$ cat config.mk
export PLATFORM = sky130hd
export DESIGN_NAME = mem_access_unit
export DESIGN_NICKNAME = d
export VERILOG_FILES = /design/src/rtl/mem_access_unit.sv
export SDC_FILE = /design/constraint.sdc
export NUM_CORES = 1
export LEC_CHECK = 0
export ABC_AREA = 1
export CAP_MARGIN = 40
export CORE_MARGIN = 1
export CORE_UTILIZATION = 36
export DETAILED_ROUTE_END_ITERATION = 16
export PLACE_DENSITY = 0.69
export SLEW_MARGIN = 20
export SYNTH_ARGS = -nofsm -noshare
export SYNTH_HDL_FRONTEND = slang
export SYNTH_SLANG_ARGS = --single-unit
$ cat constraint.sdc
create_clock -name clk -period 2.6 [get_ports clk]
set_input_delay 0.52 -clock clk [delete_from_list [all_inputs] [get_ports clk]]
set_output_delay 0.52 -clock clk [all_outputs]
set_load 0.02 [all_outputs]
$ cat src/rtl/mem_access_unit.sv
// mem_access_unit: load/store data-bus engine. Holds one request, drives it onto the
// data bus, waits for the response, and sign/zero-extends the loaded lane.
// Bus handshake: dreq.valid is held with stable fields until dresp.addr_ok is seen;
// dresp.data_ok (same cycle as addr_ok or later) carries the read data and ends the access.
package mem_access_pkg;

   typedef enum logic [1:0] {
      MSIZE1 = 2'd0,
      MSIZE2 = 2'd1,
      MSIZE4 = 2'd2
   } msize_t;

   typedef struct packed {
      logic        valid;
      logic [31:0] addr;
      msize_t      size;
      logic [3:0]  strobe;
      logic [31:0] data;
   } dbus_req_t;

   typedef struct packed {
      logic        addr_ok;
      logic        data_ok;
      logic [31:0] data;
   } dbus_resp_t;

   typedef enum logic [1:0] {
      S_IDLE = 2'd0,
      S_ADDR = 2'd1,
      S_DATA = 2'd2,
      S_DONE = 2'd3
   } mau_state_t;

   localparam logic [2:0] OP_LB  = 3'd0;
   localparam logic [2:0] OP_LBU = 3'd1;
   localparam logic [2:0] OP_LH  = 3'd2;
   localparam logic [2:0] OP_LHU = 3'd3;
   localparam logic [2:0] OP_LW  = 3'd4;
   localparam logic [2:0] OP_SB  = 3'd5;
   localparam logic [2:0] OP_SH  = 3'd6;
   localparam logic [2:0] OP_SW  = 3'd7;

endpackage

module mem_access_unit
   import mem_access_pkg::*;
#(
   parameter int TIMEOUT = 1024
) (
   input  logic        clk,
   input  logic        reset,
   input  logic        start,
   input  logic [2:0]  op,
   input  logic [31:0] addr,
   input  msize_t      size,
   input  logic [3:0]  strobe,
   input  logic [31:0] wdata,
   output dbus_req_t   dreq,
   input  dbus_resp_t  dresp,
   output logic        busy,
   output logic        done,
   output logic        err,
   output logic [31:0] rdata,
   output mau_state_t  state_o
);

   localparam logic [31:0] TIMEOUT_W = 32'(TIMEOUT);

   mau_state_t  state_q;
   logic [2:0]  op_q;
   logic [31:0] cnt_q, cnt_d;
   dbus_req_t   dreq_q;
   logic        busy_q, done_q, err_q;
   logic [31:0] rdata_q;
   logic [31:0] lane;
   logic [31:0] load_ext;
   logic        timeout_hit;

   // Lane extraction, extension of the returned word, and timeout detection
   always_comb begin
      lane        = dresp.data >> {dreq_q.addr[1:0], 3'b000};
      load_ext    = '0;
      case (op_q)
         OP_LB:   load_ext = {{24{lane[7]}}, lane[7:0]};
         OP_LBU:  load_ext = {24'b0, lane[7:0]};
         OP_LH:   load_ext = {{16{lane[15]}}, lane[15:0]};
         OP_LHU:  load_ext = {16'b0, lane[15:0]};
         OP_LW:   load_ext = lane;
         default: load_ext = '0;  // stores return zero
      endcase
      cnt_d       = cnt_q + 32'd1;
      timeout_hit = (TIMEOUT_W != 32'd0) && (cnt_d == TIMEOUT_W);
   end

   // Access FSM with registered bus request and completion outputs
   always_ff @(posedge clk) begin
      if (reset) begin
         state_q <= S_IDLE;
         op_q    <= '0;
         cnt_q   <= '0;
         dreq_q  <= '0;
         busy_q  <= 1'b0;
         done_q  <= 1'b0;
         err_q   <= 1'b0;
         rdata_q <= '0;
      end else begin
         case (state_q)
            S_IDLE: begin
               done_q <= 1'b0;
               err_q  <= 1'b0;
               if (start) begin
                  op_q    <= op;
                  cnt_q   <= '0;
                  dreq_q  <= '{valid: 1'b1, addr: addr, size: size, strobe: strobe, data: wdata};
                  busy_q  <= 1'b1;
                  state_q <= S_ADDR;
               end
            end
            S_ADDR: begin
               cnt_q <= cnt_d;
               if (dresp.addr_ok && dresp.data_ok) begin
                  dreq_q.valid <= 1'b0;
                  rdata_q      <= load_ext;
                  done_q       <= 1'b1;
                  state_q      <= S_DONE;
               end else if (timeout_hit) begin
                  dreq_q.valid <= 1'b0;
                  rdata_q      <= '0;
                  err_q        <= 1'b1;
                  done_q       <= 1'b1;
                  state_q      <= S_DONE;
               end else if (dresp.addr_ok) begin
                  dreq_q.valid <= 1'b0;
                  state_q      <= S_DATA;
               end
            end
            S_DATA: begin
               cnt_q <= cnt_d;
               if (dresp.data_ok) begin
                  rdata_q <= load_ext;
                  done_q  <= 1'b1;
                  state_q <= S_DONE;
               end else if (timeout_hit) begin
                  rdata_q <= '0;
                  err_q   <= 1'b1;
                  done_q  <= 1'b1;
                  state_q <= S_DONE;
               end
            end
            S_DONE: begin
               done_q  <= 1'b0;
               err_q   <= 1'b0;
               busy_q  <= 1'b0;
               state_q <= S_IDLE;
            end
            default: state_q <= S_IDLE;
         endcase
      end
   end

   assign dreq    = dreq_q;
   assign busy    = busy_q;
   assign done    = done_q;
   assign err     = err_q;
   assign rdata   = rdata_q;
   assign state_o = state_q;

endmodule

==> impl_metrics.ini <==
[synth]
ys_async_sr_fraction_pct = 0
ys.warnings.count = 0
synthCells = 1116
synth_top_area_share_pct = 39.32
synth_edf_count = 0
syn-num-nets = 1232
yosys.area.top_type = dfxtp_1
synth_cell_types = 34
synth_flop_cell = dfxtp_1
syn_avg_cell_area_um2 = 6.524
synth_area_leaders = dfxtp_1 (39%), nand2_1 (14%), nor2_1 (10%)
synth_common_cells = nand2_1 (276), nor2_1 (201), dfxtp_1 (143), o21ai_0 (128), a21oi_1 (93)
yosysMostFrequentCell = nand2_1
netlist_area_um2 = 7281
synth_seq_cells = 143
yosysSeqAreaShare_pct = 39.32

[detailed_routing]
drt-initial-drc-count = 448
drt_wl_total_um = 23530
vias_per_cell = 4.997
drtAntennaViolNets = 0
drtPass1Iterations = 5
wire_per_inst_um = 14.81
vias = 7940
drc = 0

[cts]
path_clk_slew_ps = 60
cts_root_buf = clkbuf_16
cts_hold_buffers = 0
h-tree-depth = 4
cts_buffers = 17
tritoncts = done
clkSinkCount = 143
worstSkewPairLatency_ps = 430
clockBufferDepth = 2

[pwr]
powerDensity_nw_per_um2 = 1009
leakage_nw = 4.159
ir_drop_uv = 546.7

[global_route]
first_global_vias = 7284
grt_overflow = 0
grt_max_degree = 79
grt_usage_pct = 22.74
grt_first_pass_wirelength_um = 36780
antenna_found_initial = 0

[sta]
tightest_slew_ps = 499.6
slew_viol_final = 0
fin_ws_ps = 220.8
finalSetupViolations = 0
max_freq_ghz = 0.4203
finalCriticalPeriod_ps = 2379
slew_headroom_pct = 66.69
hold_viol = 0
fin_worst_skew_ps = 20.24
period_share_pct = 91.51

[placed_design]
globalplace.congestion = 0.9308
port_buffers = 217
pre_cts_ws_ps = 12.76
placed_area_um2 = 9743
place_hpwl_um = 16780

[status]
status = finished clean

[critical_path]
path_max_fanout = 7
cpMostUsedCell = nand2_1
critPathLaunchType = flop
cp-end-kind = flop
path_buf_inv = 1
cpMaxStageDelayCell = dfxtp_2
crit_type = reg2reg
path_delay_family = simple AND/OR/NAND/NOR gates
cp_data_required_time_ps = 2900
cpPeakStageDelay_ps = 380
critical_path_arrival_ps = 2680
path_cells = ha_2, nand2_2, nor2_8, nand2_4, o21ai_0, nand2_1, nor2_1, nand3_1, nor2_4, nand3_4, nand2_2, inv_2, nand2_1, nand2_1, a21oi_1, nor2_1

[die]
initial_core_util_pct = 37.04
ios = 218
die_area_um2 = 20800
rows = 51
die_width_um = 144.2
core_um2 = 19650
die_h_um = 144.2

[final_layout]
postLayoutCellArea_um2 = 10430
antenna_cells = 0
fillers = 2009
area_delta_synth_final_pct = 43.19
final_util_pct = 53.04
drive_above_1_share_pct = 6.949
fin_nets = 1427

[worst_hold_path]
worst_hold_path_type = reg2reg

[run]
maxCapViolCount = 0
## layer usage
metal | track usage (%) | share of wire [%]
met5 | 0 | 0
met4 | 7.867 | 2.4
met3 | 9.073 | 9.4
met2 | 36.82 | 47
met1 | 27.19 | 42
## cell families after synthesis
| family | count (synthesis) | share of synthesized area, % |
|---|---|---|
| adder cells (fa/ha/maj) | 6 | 1.031 |
| AND/OR/NAND/NOR | 602 | 35.57 |
| buffers and inverters | 120 | 6.582 |
| flip-flops | 143 | 39.32 |
| AO/OA/AOI/OAI | 244 | 17.37 |
| XOR/XNOR | 1 | 0.1203 |
## final timing paths
path	startpoint	endpoint	slack [ps]	cells after the start
max	cnt_q[0]	rdata[3]	220	16
min	dreq[70]	dreq[70]	460	2
max reg2reg	cnt_q[0]	rdata[3]	220	16
min reg2reg	dreq[70]	dreq[70]	460	2
## flip-flops by register name (all words and copies together) (netlist names)
signal   flops
busy         1
err          1
done         1
op_q         3
rdata       32
cnt_q       32
dreq        71
state_o      2
## repair_timing
action                                  in CTS  in global routing
endpoints found under the setup margin       1                 35
buffers inserted                             0                  2
hold endpoints to repair                     0                  0
pin swaps                                    0                  1
gates resized for setup                      1                 11
gates cloned                                 0                  1
## worst register-to-register path, cell delays in order (launching register included)
cell	delay, ps
dfxtp_2	380
ha_2	220
nand2_2	110
nor2_8	170
nand2_4	100
o21ai_0	170
nand2_1	90
nor2_1	130
nand3_1	160
nor2_4	190
nand3_4	170
nand2_2	100
inv_2	40
nand2_1	50
nand2_1	40
a21oi_1	120
nor2_1	50
## stage by stage
stage	instances	hold WS, ps	TNS, ps	power (mW)
4_1_cts	1586	465.1	0	10.58
2_1_floorplan	1116	456.5	0	5.915
3_3_place_gp	1554	449.1	0	7.913
6_report	1589	460.5	0	10.52
3_5_place_dp	1554	456.8	0	7.972
5_1_grt	1589	499.2	-47.30	11.19
## layout make-up
cell class	count	area (um2)	area share, %
multi-input combinational	854	3988	38.25
timing repair buffer	241	2419	23.20
clock inverter	15	193.9	1.860
inverter	54	202.7	1.944
clock buffer	17	425.4	4.081
tap	265	331.6	3.181
sequential	143	2865	27.48
## power breakdown
part / total (mW) / switching (mW) / internal (mW)
registers: 3.17 / 0.403 / 2.77
clock network: 2.58 / 1.11 / 1.47
logic: 4.77 / 2.85 / 1.92
total: 10.5 / 4.36 / 6.15
## layout by cell type, fill, tap and decap left out, types with 4 or more instances in the layout
cell type,netlist,final
buf_12,0,5
o21ai_0,128,127
nand3b_1,20,20
nand4_1,9,9
inv_1,50,50
nor2_4,5,8
inv_6,0,5
a31oi_1,10,10
a21oi_1,93,93
nand2_2,5,6
nor2_1,201,198
o21ai_1,4,4
clkbuf_16,0,17
ha_1,6,5
nand3_1,71,71
nand2_1,276,275
o211ai_1,5,5
inv_2,3,4
dfxtp_1,143,141
clkdlybuf4s50_1,0,217
buf_4,1,18
nor2_2,4,4
(Power assumes the default switching activity.)
